===== src/rtl/hh_tdm_scheduler_if.sv =====
// Core-side link between the TDM scheduler and the shared HH update core.
// Latency: n/a (wires only); the core answers a core_start with a core_done pulse.
// Backpressure: none; the scheduler issues one request and waits for the done pulse.
//
// Signals:
//   core_start    scheduler -> core : one-cycle request strobe
//   core_state_o  scheduler -> core : packed {V,n,m,h} of the neuron being updated
//   core_cur_o    scheduler -> core : stimulus current for that neuron
//   core_done     core -> scheduler : one-cycle result-valid strobe
//   core_state_i  core -> scheduler : updated packed {V,n,m,h}
interface hh_tdm_scheduler_if #(
    parameter int STATE_W = 14
);
    logic                   core_start;
    logic [4*STATE_W-1:0]   core_state_o;
    logic [STATE_W-1:0]     core_cur_o;
    logic                   core_done;
    logic [4*STATE_W-1:0]   core_state_i;

    modport master (
        output core_start,
        output core_state_o,
        output core_cur_o,
        input  core_done,
        input  core_state_i
    );

    modport slave (
        input  core_start,
        input  core_state_o,
        input  core_cur_o,
        output core_done,
        output core_state_i
    );
endinterface


===== src/rtl/hh_tdm_scheduler.sv =====
// Time-division scheduler sharing one HH update core across NUM_NEURONS virtual neurons.
// Latency: 3 cycles + core latency per neuron; epoch = NUM_NEURONS * (3 + core latency).
// Backpressure: ticks while busy are dropped (sticky overrun); a missing core_done aborts after TIMEOUT.
//
// Ports:
//   clk, rst_n          clock, asynchronous active-low reset
//   ena                 low freezes the FSM and wait counter, ticks ignored
//   tick                starts one integration epoch when idle
//   cur_we/addr/data    per-neuron stimulus current write (accepted any time)
//   core                master side of hh_tdm_scheduler_if (start/state/current out, done/state in)
//   rd_addr / rd_v      combinational readback of a neuron's V
//   spike_valid/id      one-cycle spike report during write-back
//   busy, epoch_done    FSM not idle / last neuron written back
//   overrun, timeout_err sticky error flags, cleared only by reset
// Optional build macro HH_SPIKE_COUNT_EN: per-neuron 8-bit saturating spike
// counters with ports cnt_clr (clear all) and rd_cnt (count of neuron rd_addr).
module hh_tdm_scheduler #(
    parameter int                           NUM_NEURONS = 4,
    parameter int                           STATE_W     = 14,
    parameter logic signed [STATE_W-1:0]    SPIKE_TH    = 14'sd1024,
    parameter logic [4*STATE_W-1:0]         INIT_STATE  = '0,
    parameter int                           TIMEOUT     = 255
) (
    input  logic                            clk,
    input  logic                            rst_n,
    input  logic                            ena,
    input  logic                            tick,
    input  logic                            cur_we,
    input  logic [$clog2(NUM_NEURONS)-1:0]  cur_addr,
    input  logic [7:0]                      cur_data,
    hh_tdm_scheduler_if.master              core,
    input  logic [$clog2(NUM_NEURONS)-1:0]  rd_addr,
    output logic [STATE_W-1:0]              rd_v,
    output logic                            spike_valid,
    output logic [$clog2(NUM_NEURONS)-1:0]  spike_id,
    output logic                            busy,
    output logic                            epoch_done,
    output logic                            overrun,
    output logic                            timeout_err
`ifdef HH_SPIKE_COUNT_EN
    ,
    input  logic                            cnt_clr,
    output logic [7:0]                      rd_cnt
`endif
);
    localparam int IDX_W = $clog2(NUM_NEURONS);
    localparam int CNT_W = $clog2(TIMEOUT + 1);
    localparam int PW    = 4 * STATE_W;

    typedef enum logic [1:0] {
        IDLE  = 2'd0,
        ISSUE = 2'd1,
        WAIT  = 2'd2,
        WRITE = 2'd3
    } state_t;

    state_t                 state_q;
    logic [IDX_W-1:0]       idx_q;
    logic [CNT_W-1:0]       wait_cnt_q;
    logic [PW-1:0]          res_q;
    logic [PW-1:0]          nrn_q [NUM_NEURONS];
    logic [7:0]             cur_q [NUM_NEURONS];

    logic                   core_start_q;
    logic [PW-1:0]          core_state_q;
    logic [STATE_W-1:0]     core_cur_q;
    logic                   spike_q;
    logic [IDX_W-1:0]       spike_id_q;
    logic                   epoch_done_q;
    logic                   overrun_q;
    logic                   timeout_q;

    logic signed [STATE_W-1:0] old_v;
    logic signed [STATE_W-1:0] new_v;
    logic                      spike_d;

    // Spike decision is made as the result arrives so that the pulse is
    // registered and lines up with the WRITE cycle. The neuron's stored V is
    // only modified in WRITE, so old_v is still the pre-update value here.
    assign old_v   = nrn_q[idx_q][PW-1 -: STATE_W];
    assign new_v   = core.core_state_i[PW-1 -: STATE_W];
    assign spike_d = (old_v < SPIKE_TH) && (new_v >= SPIKE_TH);

    always_ff @(posedge clk or negedge rst_n) begin
        if (!rst_n) begin
            state_q      <= IDLE;
            idx_q        <= '0;
            wait_cnt_q   <= '0;
            res_q        <= '0;
            core_start_q <= 1'b0;
            core_state_q <= '0;
            core_cur_q   <= '0;
            spike_q      <= 1'b0;
            spike_id_q   <= '0;
            epoch_done_q <= 1'b0;
            overrun_q    <= 1'b0;
            timeout_q    <= 1'b0;
        end else begin
            // Pulses last one cycle regardless of ena.
            core_start_q <= 1'b0;
            spike_q      <= 1'b0;
            spike_id_q   <= '0;
            epoch_done_q <= 1'b0;

            if (tick && (state_q != IDLE)) begin
                overrun_q <= 1'b1;
            end

            if (ena) begin
                unique case (state_q)
                    IDLE: begin
                        if (tick) begin
                            idx_q   <= '0;
                            state_q <= ISSUE;
                        end
                    end
                    ISSUE: begin
                        // Current is sampled from the register here, so a write
                        // landing in this same cycle only reaches the next epoch.
                        core_start_q <= 1'b1;
                        core_state_q <= nrn_q[idx_q];
                        core_cur_q   <= {cur_q[idx_q], {(STATE_W-8){1'b0}}};
                        wait_cnt_q   <= '0;
                        state_q      <= WAIT;
                    end
                    WAIT: begin
                        if (core.core_done) begin
                            res_q        <= core.core_state_i;
                            spike_q      <= spike_d;
                            spike_id_q   <= spike_d ? idx_q : '0;
                            epoch_done_q <= (idx_q == IDX_W'(NUM_NEURONS - 1));
                            state_q      <= WRITE;
                        end else if (wait_cnt_q == CNT_W'(TIMEOUT - 1)) begin
                            // TIMEOUT cycles spent in WAIT: abandon the epoch.
                            timeout_q <= 1'b1;
                            state_q   <= IDLE;
                        end else begin
                            wait_cnt_q <= wait_cnt_q + 1'b1;
                        end
                    end
                    WRITE: begin
                        if (idx_q == IDX_W'(NUM_NEURONS - 1)) begin
                            state_q <= IDLE;
                        end else begin
                            idx_q   <= idx_q + 1'b1;
                            state_q <= ISSUE;
                        end
                    end
                    default: state_q <= IDLE;
                endcase
            end
        end
    end

    // Neuron state store: written at the end of WRITE, so a readback of idx
    // during WRITE still shows the old V.
    always_ff @(posedge clk or negedge rst_n) begin
        if (!rst_n) begin
            for (int i = 0; i < NUM_NEURONS; i++) begin
                nrn_q[i] <= INIT_STATE;
            end
        end else if (ena && (state_q == WRITE)) begin
            nrn_q[idx_q] <= res_q;
        end
    end

    always_ff @(posedge clk or negedge rst_n) begin
        if (!rst_n) begin
            for (int i = 0; i < NUM_NEURONS; i++) begin
                cur_q[i] <= '0;
            end
        end else if (cur_we) begin
            cur_q[cur_addr] <= cur_data;
        end
    end

`ifdef HH_SPIKE_COUNT_EN
    logic [7:0] cnt_q [NUM_NEURONS];

    always_ff @(posedge clk or negedge rst_n) begin
        if (!rst_n) begin
            for (int i = 0; i < NUM_NEURONS; i++) begin
                cnt_q[i] <= '0;
            end
        end else if (cnt_clr) begin
            for (int i = 0; i < NUM_NEURONS; i++) begin
                cnt_q[i] <= '0;
            end
        end else if (spike_q && (cnt_q[spike_id_q] != 8'hFF)) begin
            cnt_q[spike_id_q] <= cnt_q[spike_id_q] + 8'd1;
        end
    end

    assign rd_cnt = cnt_q[rd_addr];
`endif

    assign core.core_start   = core_start_q;
    assign core.core_state_o = core_state_q;
    assign core.core_cur_o   = core_cur_q;

    assign rd_v        = nrn_q[rd_addr][PW-1 -: STATE_W];
    assign spike_valid = spike_q;
    assign spike_id    = spike_id_q;
    assign busy        = (state_q != IDLE);
    assign epoch_done  = epoch_done_q;
    assign overrun     = overrun_q;
    assign timeout_err = timeout_q;
endmodule


===== src/flat_wrapper.sv =====
// flat-port wrapper written by rule: the top's interface ports become plain ports
module hh_tdm_scheduler_flat 
#(
    parameter int                           NUM_NEURONS = 4,
    parameter int                           STATE_W     = 14,
    parameter logic signed [STATE_W-1:0]    SPIKE_TH    = 14'sd1024,
    parameter logic [4*STATE_W-1:0]         INIT_STATE  = '0,
    parameter int                           TIMEOUT     = 255
)
  (clk, rst_n, ena, tick, cur_we, cur_addr, cur_data, rd_addr, rd_v, spike_valid, spike_id, busy, epoch_done, overrun, timeout_err, core_core_start, core_core_state_o, core_core_cur_o, core_core_done, core_core_state_i);
  hh_tdm_scheduler_if #(.STATE_W(STATE_W)) core_i ();
  input  logic clk;
  input  logic rst_n;
  input  logic ena;
  input  logic tick;
  input  logic cur_we;
  input  logic [$clog2(NUM_NEURONS)-1:0] cur_addr;
  input  logic [7:0] cur_data;
  input  logic [$clog2(NUM_NEURONS)-1:0] rd_addr;
  output logic [STATE_W-1:0] rd_v;
  output logic spike_valid;
  output logic [$clog2(NUM_NEURONS)-1:0] spike_id;
  output logic busy;
  output logic epoch_done;
  output logic overrun;
  output logic timeout_err;
  output wire logic [$bits(core_i.core_start)-1:0] core_core_start;
  output wire logic [$bits(core_i.core_state_o)-1:0] core_core_state_o;
  output wire logic [$bits(core_i.core_cur_o)-1:0] core_core_cur_o;
  input wire logic [$bits(core_i.core_done)-1:0] core_core_done;
  input wire logic [$bits(core_i.core_state_i)-1:0] core_core_state_i;
  assign core_core_start = core_i.core_start;
  assign core_core_state_o = core_i.core_state_o;
  assign core_core_cur_o = core_i.core_cur_o;
  assign core_i.core_done = core_core_done;
  assign core_i.core_state_i = core_core_state_i;
  hh_tdm_scheduler #(.NUM_NEURONS(NUM_NEURONS), .STATE_W(STATE_W), .SPIKE_TH(SPIKE_TH), .INIT_STATE(INIT_STATE), .TIMEOUT(TIMEOUT)) u_core (.clk(clk), .rst_n(rst_n), .ena(ena), .tick(tick), .cur_we(cur_we), .cur_addr(cur_addr), .cur_data(cur_data), .core(core_i), .rd_addr(rd_addr), .rd_v(rd_v), .spike_valid(spike_valid), .spike_id(spike_id), .busy(busy), .epoch_done(epoch_done), .overrun(overrun), .timeout_err(timeout_err));
endmodule

===== config.mk =====
export PLATFORM = sky130hd
export DESIGN_NAME = hh_tdm_scheduler_flat
export DESIGN_NICKNAME = d
export VERILOG_FILES = /design/src/rtl/hh_tdm_scheduler_if.sv /design/src/rtl/hh_tdm_scheduler.sv /design/src/flat_wrapper.sv
export SDC_FILE = /design/constraint.sdc
export NUM_CORES = 1
export LEC_CHECK = 0
export CAP_MARGIN = 20
export CORE_MARGIN = 8
export CORE_UTILIZATION = 50
export DETAILED_ROUTE_END_ITERATION = 16
export PLACE_DENSITY = 0.71
export SLEW_MARGIN = 20
export SYNTH_ARGS = -nofsm -noshare
export SYNTH_HDL_FRONTEND = slang
export SYNTH_SLANG_ARGS = --single-unit

===== constraint.sdc =====
create_clock -name clk -period 3 [get_ports clk]
set_input_delay 0.9 -clock clk [delete_from_list [all_inputs] [get_ports clk]]
set_output_delay 0.9 -clock clk [all_outputs]
set_load 0.03 [all_outputs]

; ---- Word-level counts from Yosys, hierarchy flattened
; Cells that the tools add are included.
[word_totals]
register_bits = 395
latchBits = 0
ram_bits = 0
rom_bits = 0
inputBits = 74
out_inout_bits = 92
word_cells = 96
n_memories = 0
[op_classes]
n_addsub = 2
multipliers = 0
div_mod_pow = 0
order_cmp = 7
n_eq_ne = 10
shift = 0
n_mux = 38
bitwise = 4
reduce_logical = 15
[op_table]
columns = cell, count
row1 = $mux W56, 5
row2 = $bmux W56 S2, 2
row3 = $bwmux W224, 1
row4 = $demux W56 S2, 1
row5 = $mux W8, 5
row6 = $bwmux W32, 1
row7 = $mux W2, 9
row8 = $bmux W8 S2, 1
row9 = $demux W8 S2, 1
row10 = $pmux W8 S2, 1
row11 = $ge A14 B12 Y1 const B, 1
row12 = $lt A14 B12 Y1 const B, 1
row13 = $reduce_and A4 Y1, 3
row14 = $ge A3 B3 Y1 const B, 3
row15 = $mux W1, 9
row16 = $not A2 Y3, 3
row17 = $add A8 B1 Y8 const B, 1
row18 = $eq A8 B8 Y1 const B, 1
row19 = $ne A2 B2 Y1 const B, 4
row20 = $pmux W2 S4, 1
row21 = $eq A2 B2 Y1 const B, 3
row22 = $lt A3 B1 Y1 const B, 2
row23 = $reduce_and A3 Y1, 2
row24 = $reduce_bool A2 Y1, 3
row25 = other kinds (8), 12

; ---- Depth between registers and ports, before layout
; Gate-level depths: netlist of the first run.
[logic_depth]
word_depth = 10
depth_mapped = 9
depth_no_buf = 6

; ---- Worst setup path before layout of the first run
; No wires, ideal clock.
[synth_timing]
path_kind = input to output
start = input port rd_addr[0]
end = output port rd_v[10]
t_arrival_ns = 2.011
required_time_ns = 2.100
slack_ns = 0.089
path_stages = 3
n_path_buf = 2
cell_sequence = buf_2 -> buf_2 -> mux4_2
[synth_between]
elab_chain_len = 4
[synth_lines]
columns = element, line
row1 = "start, declared", flat_wrapper.sv:19  ; input logic [$clog2(NUM_NEURONS)-1:0] rd_addr;
row2 = $not A2 Y3 (implied by the code), hh_tdm_scheduler.sv:201  ; assign rd_v = nrn_q[rd_addr][PW-1 -: STATE_W];
row3 = $bmux W56 S2, hh_tdm_scheduler.sv:201
row4 = $mux W56 (implied by the code) (2 in a row), hh_tdm_scheduler.sv:201
row5 = "end, declared", flat_wrapper.sv:20  ; output logic [STATE_W-1:0] rd_v;
; Every way passes these cells. The select of a mux whose other input is x is not followed.

; ---- Worst setup path in the final report of the first run
[layout_timing]
start = input port rd_addr[0]
end = output port rd_v[8]
; Same word-level chain as after synthesis.

==> out/qor.txt, run 1 <==
status -> complete, no violations
HP Class -> in -> async
worst skew pair latency -> 0.53 ns
most common cell after layout, fill and taps aside -> dfrtp_1
Die W -> 203 um
IR Drop Worst-Case VDD -> 550 uV
Die Ht -> 203 um
post-CTS setup buffer count -> 0
Final Power -> 22300 uW
Initial Utilization -> 0.507
Post-Synth Adder-Cell Area -> 0.00430
simple-gate share of the synthesized area -> 0.0599
Compound-Gate Fraction of Synth Area -> 0.00945
RSZ-0062 raised after global routing -> true
Clock Path Buffers -> 3
H-tree depth -> 2
Worst-path clk slew -> 0.05 ns
length of the first detailed-routing pass in iterations -> 5
EDFF count, synth -> 0
cells after synthesis -> 1146
critical-path cell list -> clkdlybuf4s15_2 > buf_12 > buf_4 > mux4_2 > buf_6
CP Max Fanout -> 7
critical path's slowest cell -> mux4_2
fin nets -> 1401
register area -> 9890 um2
most frequent cells in the layout -> dfrtp_1 (393), nand2_1 (204), clkdlybuf4s50_1 (142)
Yosys warnings -> 0
routability cong. -> 0.752
initial antenna violation count -> 2
GR Util All Layers -> 0.187
Setup-failing EPs final -> 0
vias per cell -> 5.51
hold buffer count at cts -> 0
CTS tree -> done
largest family of logic cells by synthesized area -> multiplexers
Die Area -> 41200 um2
type of origin of the critical path -> input pin
number of global-route vias before repair -> 10900
Leakage -> 0.0102 uW
Max-slew headroom -> 0.653
DP HPWL -> 24000 um
Crit path required time -> 2.10 ns
ratio of cells with drive above 1 in the final layout -> 0.349
Slew Viols, Final -> 0
antenna viol nets, final -> 0
Util after Layout -> 0.618
Synth Area in XOR/XNOR -> 0
number of fill cells -> 2568
GR Overflow Total -> 0
CP arrival -> 2.07 ns
TritonCTS Buffers -> 42
mux share of post-synthesis cell area -> 0.327
PortBufs -> 159
register area share after synthesis -> 0.566
post-DR wirelength/cell -> 21.1 um
Ports -> 166
Core Box Area -> 34500 um2
Iter 0 DRT Violations -> 519
Max Cap Violations -> 0
Routed WL -> 38200 um
area occupied by multi-input gates -> 7060 um2
main flop type after synthesis -> dfrtp_1
area grow syn2layout -> 21.8%
residual DRC count -> 0
Design Area, Final -> 21300 um2
cells on worst reg2reg path -> 5
Post-Syn Area -> 17500 um2
Worst path max stage delay -> 0.54 ns
dpl cell area -> 19700 um2
Peak Freq -> 336 MHz
flops & latches, synth -> 395
reg2reg end -> u_core.spike_id[1]
syn_area_per_cell -> 15.2 um2
largest net degree at the start of global routing -> 73
Worst Skew -> 0.0183 ns
R2R setup slack -> 0.93 ns
worst slew pin tran -> 0.516 ns
Tmin final -> 2.97 ns
Setup CP Type -> in -> out
Crit Reg-Reg Startpoint -> u_core.idx_q[0]
FP Rows -> 68
Final Hold Vio Count -> 0
global-route wire length before repair -> 62200 um
post-synthesis cell type count -> 39
via count -> 9981
FFs w/ async S/R, synth -> 1.00
period utilisation layout -> 0.991
Crit. End Element -> output port
clk sinks -> 395
Power Density -> 1050 nW/um2
root buffer cell -> clkbuf_16
[synthesized netlist by cell type, drive strengths merged, types with 3 or more instances]
library cell | instances | area share
a21o | 3 | 0.0013
and3 | 3 | 0.0011
buf | 70 | 0.031
clkbuf | 3 | 0.00064
dfrtp | 395 | 0.57
ha | 6 | 0.0043
inv | 8 | 0.0017
mux2 | 312 | 0.23
mux4 | 78 | 0.10
nand2 | 208 | 0.045
nand3 | 7 | 0.0020
nand3b | 3 | 0.0013
nand4 | 3 | 0.0014
nor2 | 7 | 0.0015
nor3 | 8 | 0.0023
o211ai | 4 | 0.0017
o21ai | 10 | 0.0031
or4 | 4 | 0.0017
[critical path: cells and delay by family]
kind,cells,cell delay [ns]
buf+inv,4,0.64
mux,1,0.54
[where the power goes]
group          switching (uW)  internal [uW]
clock                    2090           3630
combinational            3160           4140
sequential               1750           7500
total                    7000          15300
[worst max-delay path by stage]
stage | start | endpoint | slack, ns | depth (start not counted)
6_report | rd_addr[0] | rd_v[8] | 0.03 | 5
5_1_grt | rd_addr[0] | rd_v[13] | -0.01 | 4
4_1_cts | rd_addr[1] | rd_v[5] | -0.08 | 4
3_5_place_dp | rd_addr[0] | rd_v[5] | -0.62 | 4
3_3_place_gp | rd_addr[0] | rd_v[4] | -0.60 | 4
2_1_floorplan | rd_addr[0] | rd_v[10] | 0.09 | 3
[area by class of cell]
class	count	share of cell area
inverter	8	0.00141
sequential	395	0.465
antenna	2	0.000235
clock buffer	59	0.0576
multi-input combinational	675	0.332
tap	455	0.0267
clock inverter	18	0.0155
timing repair buffer	199	0.102
[logic make-up (layout without fill, tap and decap cells)]
logic type               after synthesis  after routing
flip-flops                           395            395
adder cells (fa/ha/maj)                6              6
multiplexers                         390            390
buffers and inverters                 81            284
other                                  1              8
AND/OR/NAND/NOR                      249            249
AO/OA/AOI/OAI                         24             24
[stage by stage]
| stage | hold slack, ns | setup WS [ns] | setup TNS, ns | std cells |
|---|---|---|---|---|
| 3_5_place_dp | 0.453 | -0.617 | -8.19 | 1730 |
| 5_1_grt | 0.331 | -0.0110 | -0.0154 | 1811 |
| 6_report | 0.321 | 0.0273 | 0 | 1811 |
| 3_3_place_gp | 0.442 | -0.596 | -8.05 | 1730 |
| 4_1_cts | 0.314 | -0.0842 | -0.0842 | 1808 |
| 2_1_floorplan | 0.459 | 0.0892 | 0 | 1151 |
[what timing repair did]
item,CTS,global route
gates cloned,1,1
endpoints found under the setup margin,14,8
pin swaps,0,0
gates resized for setup,74,6
[metal layers]
layer | GRT usage | up-vias | wire, um
met4 | 0.0502 | 0 | 719
met5 | 0 | - | 0
li1 | - | 4432 | -
met1 | 0.270 | 5224 | 17700
met2 | 0.286 | 268 | 17500
met3 | 0.0376 | 57 | 2310
[registers in the layout, indices dropped and copies added, names as in the netlist]
signal	cells
u_core.nrn_q	224
u_core.core.core_state_o	56
u_core.res_q	56
u_core.cur_q	32
u_core.core.core_cur_o	8
u_core.wait_cnt_q	8
u_core.idx_q	2
u_core.spike_id	2
u_core.state_q	2
u_core.core.core_start	1
u_core.epoch_done	1
u_core.overrun	1
u_core.spike_valid	1
u_core.timeout_err	1
(Power assumes the default switching activity.)
==> inputs of run 2 (changes only) <==
Clock period 3 ns to 3.6 ns, I/O delays scaled along.
==> out/qor.txt, run 2 (same netlist as run 1, synthesis figures left out) <==
Max Cap Violations -> 0
GR Util All Layers -> 0.187
Die Ht -> 203 um
area grow syn2layout -> 20.5%
Routed WL -> 38000 um
Crit. End Element -> output port
IR Drop Worst-Case VDD -> 505 uV
Die Area -> 41200 um2
worst slew pin tran -> 0.671 ns
post-CTS setup buffer count -> 0
hold buffer count at cts -> 0
GR Overflow Total -> 0
most common cell after layout, fill and taps aside -> dfrtp_1
period utilisation layout -> 0.960
residual DRC count -> 0
H-tree depth -> 2
vias per cell -> 5.50
Setup CP Type -> in -> out
Clock Path Buffers -> 3
Biggest register -> u_core.nrn_q
CP Max Fanout -> 14
number of flip-flops in the largest register -> 224
CP arrival -> 2.38 ns
R2R setup slack -> 1.25 ns
Power Density -> 857 nW/um2
Die W -> 203 um
most frequent cells in the layout -> dfrtp_1 (393), nand2_1 (204), clkdlybuf4s50_1 (143)
Crit path required time -> 2.52 ns
via count -> 9948
largest net degree at the start of global routing -> 82
Slew Viols, Final -> 0
fin nets -> 1399
global-route wire length before repair -> 61800 um
CTS tree -> done
Setup-failing EPs final -> 0
routability cong. -> 0.735
Post-CTS Resized -> 54
Initial Utilization -> 0.507
Leakage -> 0.0101 uW
length of the first detailed-routing pass in iterations -> 4
dpl cell area -> 19600 um2
Worst Skew -> 0.0151 ns
ratio of cells with drive above 1 in the final layout -> 0.349
FP Rows -> 68
Worst-path clk slew -> 0.06 ns
post-DR wirelength/cell -> 21.0 um
Final Hold Vio Count -> 0
DP HPWL -> 24000 um
clk sinks -> 395
number of global-route vias before repair -> 10800
number of fill cells -> 2655
Worst path max stage delay -> 0.52 ns
Ports -> 166
HP Class -> reg -> reg
Peak Freq -> 289 MHz
initial antenna violation count -> 5
Util after Layout -> 0.611
RSZ-0062 raised after global routing -> false
area occupied by multi-input gates -> 7060 um2
type of origin of the critical path -> input pin
Core Box Area -> 34500 um2
worst skew pair latency -> 0.52 ns
antenna viol nets, final -> 0
Max-slew headroom -> 0.553
PortBufs -> 159
register area -> 9890 um2
critical path's slowest cell -> clkdlybuf4s50_1
critical-path cell list -> clkdlybuf4s50_1 > buf_12 > mux4_2 > clkdlybuf4s15_2
TritonCTS Buffers -> 43
Design Area, Final -> 21100 um2
status -> complete, no violations
root buffer cell -> clkbuf_16
Tmin final -> 3.46 ns
Iter 0 DRT Violations -> 447
-- run 2: cell count changes in the layout (fill, tap and decap cells not counted), moves of 3 or more --
cell | previous run | this run
buf_6 | 4 | 0
buf_12 | 21 | 16
clkbuf_1 | 7 | 4
clkdlybuf4s15_2 | 1 | 6
clkinv_2 | 4 | 14
bufinv_16 | 9 | 2
-- run 2: per-stage QoR --
stage | setup WS (ns) | cells | TNS (ns) | hold WS [ns] | power [uW]
final | 0.143 | 1810 | 0 | 0.468 | 18100
after global routing | 0.0999 | 1810 | 0 | 0.492 | 19100
after CTS | 0.138 | 1807 | 0 | 0.468 | 18300
after detailed placement | -0.390 | 1728 | -4.99 | 0.447 | 13800
after global placement | -0.358 | 1728 | -4.73 | 0.443 | 13600
after floorplan | 0.329 | 1151 | 0 | 0.459 | 11700
-- run 2: path summary, 6_finish.rpt --
| path | start | endpoint | depth (start not counted) |
|---|---|---|---|
| worst max-delay path | rd_addr[1] | rd_v[10] | 4 |
| worst min-delay path | u_core.overrun | u_core.overrun | 1 |
| worst max register to register | u_core.idx_q[0] | u_core.spike_valid | 4 |
| worst min register to register | u_core.overrun | u_core.overrun | 1 |
| max in group asynchronous | rst_n | u_core.core.core_cur_o[13] | 2 |
| min in group asynchronous | rst_n | u_core.nrn_q[78] | 1 |
-- run 2: power breakdown --
group,internal (uW),switching (uW)
logic,3390,2580
registers,6250,1460
clock network,2630,1740
total,12300,5790
-- run 2: final cells by class --
cell class                 count  area share
timing repair buffer         196      0.0982
clock buffer                  59      0.0607
multi-input combinational    675       0.335
inverter                       8     0.00143
sequential                   395       0.470
antenna                        3    0.000356
clock inverter                19     0.00731
tap                          455      0.0270
-- run 2: worst max-delay path: cells and delay by family --
| kind | cells | cell delay (ns) |
|---|---|---|
| buf+inv | 3 | 0.98 |
| mux | 1 | 0.31 |
-- run 2: routing by layer --
metal / vias up / global-route usage / wire, um
li1: 4411 / - / -
met1: 5242 / 0.264 / 17300
met2: 228 / 0.293 / 18000
met3: 63 / 0.0355 / 1900
met4: 4 / 0.0534 / 803
met5: - / 0 / 22
==> inputs of run 3 (changes only) <==
Settings changed: CORE_ASPECT_RATIO set to 0.5, CTS_CLUSTER_SIZE set to 24.
==> out/qor.txt, run 3 (same netlist as run 1, synthesis figures left out) <==
Max-slew headroom -> 0.550
fin nets -> 1400
Logic pwr share -> 0.341
PortBufs -> 159
number of fill cells -> 2609
TritonCTS Buffers -> 37
number of flip-flops in the largest register -> 224
Antenna Cells -> 0
residual DRC count -> 0
routed wl met2 -> 20500 um
DRT met1 WL -> 16300 um
Die Area -> 41500 um2
Power Internal -> 12100 uW
most frequent cells in the layout -> dfrtp_1 (393), nand2_1 (204), clkdlybuf4s50_1 (143)
Iter 0 DRT Violations -> 575
Peak Freq -> 281 MHz
Core Box Area -> 34500 um2
global-route wire length before repair -> 63500 um
Worst Skew -> 0.0144 ns
Final Hold Vio Count -> 0
GR Overflow Total -> 0
Routed WL -> 39000 um
Post-Route Setup TNS -> 0 ns
worst slew pin tran -> 0.674 ns
switching pwr -> 5800 uW
antenna viol nets, final -> 0
Hold WS -> 0.463 ns
worst skew pair latency -> 0.53 ns
type of origin of the critical path -> input pin
root buffer cell -> clkbuf_16
final std cells w/o fill -> 1821
top routing layer in use -> met4
DP Worst Slack -> -0.379 ns
Worst-path clk slew -> 0.07 ns
RSZ-0062 raised after global routing -> false
number of global-route vias before repair -> 11100
length of the first detailed-routing pass in iterations -> 4
Reg power frac -> 0.429
CTS tree -> done
Util after Layout -> 0.609
DP HPWL -> 25200 um
post-DR wirelength/cell -> 21.4 um
Initial Utilization -> 0.507
Tmin final -> 3.56 ns
final worst slack -> 0.0378 ns
Biggest register -> u_core.nrn_q
most common cell after layout, fill and taps aside -> dfrtp_1
Crit path required time -> 2.52 ns
ratio of cells with drive above 1 in the final layout -> 0.341
Slew Viols, Final -> 0
period utilisation layout -> 0.990
clk sinks -> 395
HP Class -> reg -> reg
Leakage -> 0.0101 uW
Met3 Routed Length -> 1460 um
Ports -> 166
largest net degree at the start of global routing -> 82
CP arrival -> 2.48 ns
GR Util All Layers -> 0.191
IR Drop Worst-Case VDD -> 368 uV
clock power share -> 0.231
initial antenna violation count -> 0
Power Density -> 852 nW/um2
placed cells -> 1755
Clock Path Buffers -> 3
Max Cap Violations -> 0
Crit. End Element -> output port
H-tree depth -> 2
routability cong. -> 0.770
Setup CP Type -> in -> out
area grow syn2layout -> 20.2%
Setup-failing EPs final -> 0
via count -> 9862
Switching Fraction -> 0.324
Die Ht -> 148 um
CP Max Fanout -> 4
FP Rows -> 48
status -> complete, no violations
post-CTS setup buffer count -> 0
vias per cell -> 5.42
Die W -> 280 um
run 3: cell types whose count changed in the layout (fill, tap and decap cells not counted), sizes merged:
| cell | before | now |
|---|---|---|
| diode | 3 | 0 |
| clkinv | 15 | 5 |
| clkinvlp | 2 | 1 |
| clkbuf | 59 | 53 |
| inv | 8 | 10 |
| clkdlybuf4s15 | 6 | 4 |
| buf | 45 | 51 |
| bufinv | 2 | 4 |
| dlygate4sd2 | 1 | 4 |
run 3: cell type report:
cell class	instances	area, um2	area share
Sequential cell	395	9890	0.471
Multi-Input combinational cell	675	7060	0.336
Timing Repair Buffer	203	2130	0.102
Clock buffer	53	1100	0.0523
Tap cell	475	594	0.0283
Clock inverter	12	185	0.00882
Inverter	8	30.0	0.00143
run 3: routing by layer:
metal / GRT usage / vias up
met2: 0.343 / 165
met4: 0.0493 / 0
met1: 0.241 / 5220
li1: - / 4414
met3: 0.0300 / 63
met5: 0 / -
run 3: power by group through the flow:
stage | logic, uW | registers [uW] | clock network, uW
final | 6090 | 7670 | 4130
after global routing | 6540 | 7910 | 4420
after CTS | 6200 | 7680 | 4230
after detailed placement | 6190 | 7730 | 0
after global placement | 6020 | 7570 | 0
after floorplan | 3920 | 7820 | 0
run 3: final timing paths:
path | startpoint | to | slack [ns] | cells past startpoint
setup reg to reg | u_core.idx_q[0] | u_core.core.core_state_o[20] | 1.33 | 4
hold reg to reg | u_core.overrun | u_core.overrun | 0.46 | 1
hold / removal | u_core.overrun | u_core.overrun | 0.46 | 1
setup / recovery | rd_addr[0] | rd_v[6] | 0.04 | 4
max in group asynchronous | rst_n | u_core.nrn_q[125] | 2.12 | 3
min in group asynchronous | rst_n | u_core.nrn_q[208] | 0.56 | 1
run 3: metrics by stage:
step / area (um2) / power, uW
floorplan: 17500 / 11700
global placement: 19700 / 13600
detailed placement: 19700 / 13900
CTS: 21000 / 18100
global route: 21000 / 18900
finish: 21000 / 17900
run 3: timing repair:
item / in CTS / in global routing
gates resized for setup: 15 / 0
endpoints found under the hold margin: 0 / 0
endpoints found under the setup margin: 14 / 0
hold buffers: 0 / 0
run 3: worst max-delay path, cell delays in order:
cell and delay (ns):
clkdlybuf4s15_1 0.28, bufbuf_16 0.31, mux4_2 0.51, clkdlybuf4s15_2 0.30
==> variant 1 (config.mk and constraints of run 3) <==
Add an input register stage for `ena`, `tick`, `cur_we`, `cur_addr` and `cur_data`, cleared by the reset; this delays them by one clock. The other inputs are not delayed to match. Comments in the files are not updated.
--- a/src/rtl/hh_tdm_scheduler.sv
+++ b/src/rtl/hh_tdm_scheduler.sv
@@ -54,6 +54,28 @@
         WRITE = 2'd3
     } state_t;
 
+    logic ena_q;
+    logic tick_q;
+    logic cur_we_q;
+    logic [$clog2(NUM_NEURONS)-1:0] cur_addr_q;
+    logic [7:0] cur_data_q;
+
+    always_ff @(posedge clk or negedge rst_n) begin
+        if (!rst_n) begin
+            ena_q      <= '0;
+            tick_q     <= '0;
+            cur_we_q   <= '0;
+            cur_addr_q <= '0;
+            cur_data_q <= '0;
+        end else begin
+            ena_q      <= ena;
+            tick_q     <= tick;
+            cur_we_q   <= cur_we;
+            cur_addr_q <= cur_addr;
+            cur_data_q <= cur_data;
+        end
+    end
+
     state_t                 state_q;
     logic [IDX_W-1:0]       idx_q;
     logic [CNT_W-1:0]       wait_cnt_q;
@@ -102,14 +124,14 @@
             spike_id_q   <= '0;
             epoch_done_q <= 1'b0;
 
-            if (tick && (state_q != IDLE)) begin
+            if (tick_q && (state_q != IDLE)) begin
                 overrun_q <= 1'b1;
             end
 
-            if (ena) begin
+            if (ena_q) begin
                 unique case (state_q)
                     IDLE: begin
-                        if (tick) begin
+                        if (tick_q) begin
                             idx_q   <= '0;
                             state_q <= ISSUE;
                         end
@@ -159,7 +181,7 @@
             for (int i = 0; i < NUM_NEURONS; i++) begin
                 nrn_q[i] <= INIT_STATE;
             end
-        end else if (ena && (state_q == WRITE)) begin
+        end else if (ena_q && (state_q == WRITE)) begin
             nrn_q[idx_q] <= res_q;
         end
     end
@@ -169,8 +191,8 @@
             for (int i = 0; i < NUM_NEURONS; i++) begin
                 cur_q[i] <= '0;
             end
-        end else if (cur_we) begin
-            cur_q[cur_addr] <= cur_data;
+        end else if (cur_we_q) begin
+            cur_q[cur_addr_q] <= cur_data_q;
         end
     end
 
Behaviour: not the same (a bounded check fails within 4 cycles, from zero or initial values and one cycle with rst_n low).
==> variant 1 against run 3 <==
Core utilization fell by 0.85 points; area after synthesis rose by 4.4%; clock power rose by 6.5%; via count rose by 1.5%; worst setup slack improved by 30 ps; cell area rose by 2.8%; non-clock buffer count fell by 17; power rose by 0.60%; sequential cell count rose by 13; wire length rose by 0.95%; combinational power fell by 2%; critical endpoint unchanged.
==> variant 1: results <==
place:
  dpl_worst_slack_ps: -441
  numPlacedInstances: 1760
  placed_area_mm2: 0.0202
  gp_congestion: 0.773
  dpl.hpwl_um: 24400
global_routing:
  grt_pass1_vias: 11200
  grt_max_degree: 93
  antenna_found_initial: 1
power:
  clkPwrFrac_pct: 24.5
  power.static_leakage_nw: 10.6
  p_sw_share_pct: 31.5
  peakVddDrop_uv: 298
detailed_routing:
  first_iter_violations: 571
  drt-vias-per-instance: 5.47
cts:
  cts_made_buffers: 39
worst_setup_path:
  worstPathMaxFanout: 9
  cpPeakStageDelay_ps: 480
  cpMaxStageDelayCell: "clkdlybuf4s50_1"
outcome:
  status: "finished clean"
layout:
  fin_nets: 1398
  fillers: 2744
  drive_above_1_share_pct: 33.8
sta:
  finClkSkew_ps: 23.6
  tightest_slew_ps: 938
yosys:
  synthMuxAreaShare_pct: 33.3
  yosysUniqueCellTypes: 43
  synth_fa_ha_area_share_pct: 0.411
  ys_seq_area_share_pct: 56.0
  synth_area_leaders: "dfrtp_1 (56%), mux2_4 (13%), mux2_2 (9.4%), mux4_1 (7.5%), nand2_1 (4.3%)"
[variant 1: changes by cell type in the layout (fill, tap and decap cells not counted), moves of 3 or more]
cell,run 3,this run
clkinv_2,3,6
buf_4,34,20
buf_12,16,10
mux4_2,78,26
mux2_4,120,160
dfrtp_1,393,406
mux2_1,59,0
mux4_1,0,52
clkbuf_1,7,4
mux2_2,133,152
[variant 1: layout make-up]
cell class | instances | area (µm²) | area share [%]
flip-flops and latches | 408 | 10200 | 47.4
clock inverters | 15 | 233 | 1.08
clock buffers | 53 | 1150 | 5.34
diodes | 1 | 2.50 | 0.0116
well taps | 484 | 606 | 2.81
multi-input cells | 674 | 7410 | 34.3
inverters | 9 | 33.8 | 0.157
repair buffers | 186 | 1920 | 8.91
[variant 1: final timing paths]
check                      slack [ps]                          to  cells past startpoint             from
max                                70                     rd_v[6]                      4       rd_addr[1]
min                               460              u_core.overrun                      1   u_core.overrun
max reg2reg                      1110           u_core.nrn_q[171]                      5  u_core.idx_q[0]
min reg2reg                       460              u_core.overrun                      1   u_core.overrun
max in group asynchronous        2170            u_core.res_q[34]                      2            rst_n
min in group asynchronous         520  u_core.core.core_cur_o[10]                      1            rst_n
[variant 1: metal layers]
metal | wire length [µm] | global-route usage [%]
met2 | 20600 | 33.0
met4 | 815 | 5.04
met1 | 16600 | 23.4
met3 | 1390 | 3.19
met5 | 0 | 0
[variant 1: logic make-up (layout without fill, tap and decap cells)]
family	count (synthesis)	after routing
AOI/OAI and AO/OA	23	23
adders and majority gates	6	6
buffers and inverters	82	263
DFF	408	408
muxes	391	391
other	1	7
and+or+nand+nor	248	248
[variant 1: repair_timing]
item | in CTS | in global routing
gates resized for setup | 23 | 2
cloned | 1 | 0
endpoints found under the setup margin | 14 | 2
==> variant 2 (flow settings as in run 3) <==
Made on the original files. `NUM_NEURONS` is set to 4 in 2 places; all go to 8.
--- a/src/rtl/hh_tdm_scheduler.sv
+++ b/src/rtl/hh_tdm_scheduler.sv
@@ -15,7 +15,7 @@
 // Optional build macro HH_SPIKE_COUNT_EN: per-neuron 8-bit saturating spike
 // counters with ports cnt_clr (clear all) and rd_cnt (count of neuron rd_addr).
 module hh_tdm_scheduler #(
-    parameter int                           NUM_NEURONS = 4,
+    parameter int                           NUM_NEURONS = 8,
     parameter int                           STATE_W     = 14,
     parameter logic signed [STATE_W-1:0]    SPIKE_TH    = 14'sd1024,
     parameter logic [4*STATE_W-1:0]         INIT_STATE  = '0,
--- a/src/flat_wrapper.sv
+++ b/src/flat_wrapper.sv
@@ -1,7 +1,7 @@
 // flat-port wrapper written by rule: the top's interface ports become plain ports
 module hh_tdm_scheduler_flat 
 #(
-    parameter int                           NUM_NEURONS = 4,
+    parameter int                           NUM_NEURONS = 8,
     parameter int                           STATE_W     = 14,
     parameter logic signed [STATE_W-1:0]    SPIKE_TH    = 14'sd1024,
     parameter logic [4*STATE_W-1:0]         INIT_STATE  = '0,
Ports: changed (resized cur_addr, rd_addr and spike_id); port bits go from 166 to 169. No check against the original RTL was run, so the function may have changed too.
==> variant 2 against run 3 <==
Highest routed layer unchanged; wire length increased by 94%; clock power rose by 46%; synthesized cell count grew 78%; cell area up 62%; sequential share of layout area rose by 0.89 points; sequential cell count increased by 258; largest power group unchanged; worst setup slack better by 35 ps; power is 55% higher; area after synthesis increased by 67%.
==> variant 2: results <==
worst_setup_path:
  worstReg2RegEnd: "u_core.nrn_q[217]"
  crit_start: "rd_addr[1]"
  cpMaxStageDelayCell: "bufbuf_16"
  r2r_cells: 5
  crit_path_end: "rd_v[13]"
  r2r-start: "u_core.idx_q[1]"
  cpPeakStageDelay_ps: 330
global_routing:
  grt_max_degree: 78
  grtUsageTotal_pct: 22.6
  grt_first_pass_wirelength_um: 119000
  grt_pass1_vias: 19500
cts:
  clkLatencyLatePin_ps: 610
  cts_made_buffers: 57
  post_cts_resized: 1
detailed_routing:
  vias: 18500
  detail_route.first_pass.iterations: 5
  drt_wl_total_um: 75800
  first_iter_violations: 1309
layout:
  fin_nets: 2295
  area_growth_pct: 16.7
  drive_above_1_share_pct: 42.2
  multi_input_comb_area_mm2: 0.0121
  signal_buffers: 266
  sh_seq_area_pct: 48.0
  nNonClkInverters: 11
  clk_share_pct: 5.33
yosys:
  yosysUniqueCellTypes: 58
  ys_seq_area_share_pct: 56.0
  syn_area_mm2: 0.0292
  synth_area_leaders: "dfrtp_1 (56%), mux2_2 (26%), mux4_2 (3.9%), a221oi_1 (2.3%), buf_2 (1.2%)"
  ys_top_cells_by_count: "mux2_2 (672), dfrtp_1 (653), nand2_1 (83)"
sta:
  hold_slack_ps: 468
  setup_slack_ps: 73.1
  relSlewSlack_pct: 19.4
place:
  port_buffers: 162
  placed_area_mm2: 0.0322
  dpl_worst_slack_ps: -123
outcome:
  status: "finished clean"
==> variant 2: cell families after synthesis <==
kind of cell / after synthesis / share of synthesized area, %
AND/OR/NAND/NOR: 186 / 3.03
flip-flops: 653 / 56.0
XOR/XNOR: 2 / 0.0601
adder cells (fa/ha/maj): 4 / 0.172
multiplexers: 753 / 30.9
other: 1 / 0.0129
AO/OA/AOI/OAI: 275 / 7.22
buffers and inverters: 166 / 2.63
==> variant 2: metal layers <==
layer / up-vias / share of wire [%] / GRT usage, %
met3: 145 / 5.9 / 4.16
met1: 9848 / 44 / 31.4
met2: 500 / 47 / 36.4
met4: 0 / 2.7 / 6.48
li1: 8005 / - / -
met5: - / 0 / 0
==> variant 2: power breakdown <==
group          internal [mW]  total (mW)  switching, mW
sequential              9.88        12.1           2.25
clock                   3.33        6.01           2.68
combinational           4.91        9.63           4.72
total                   18.1        27.8           9.65
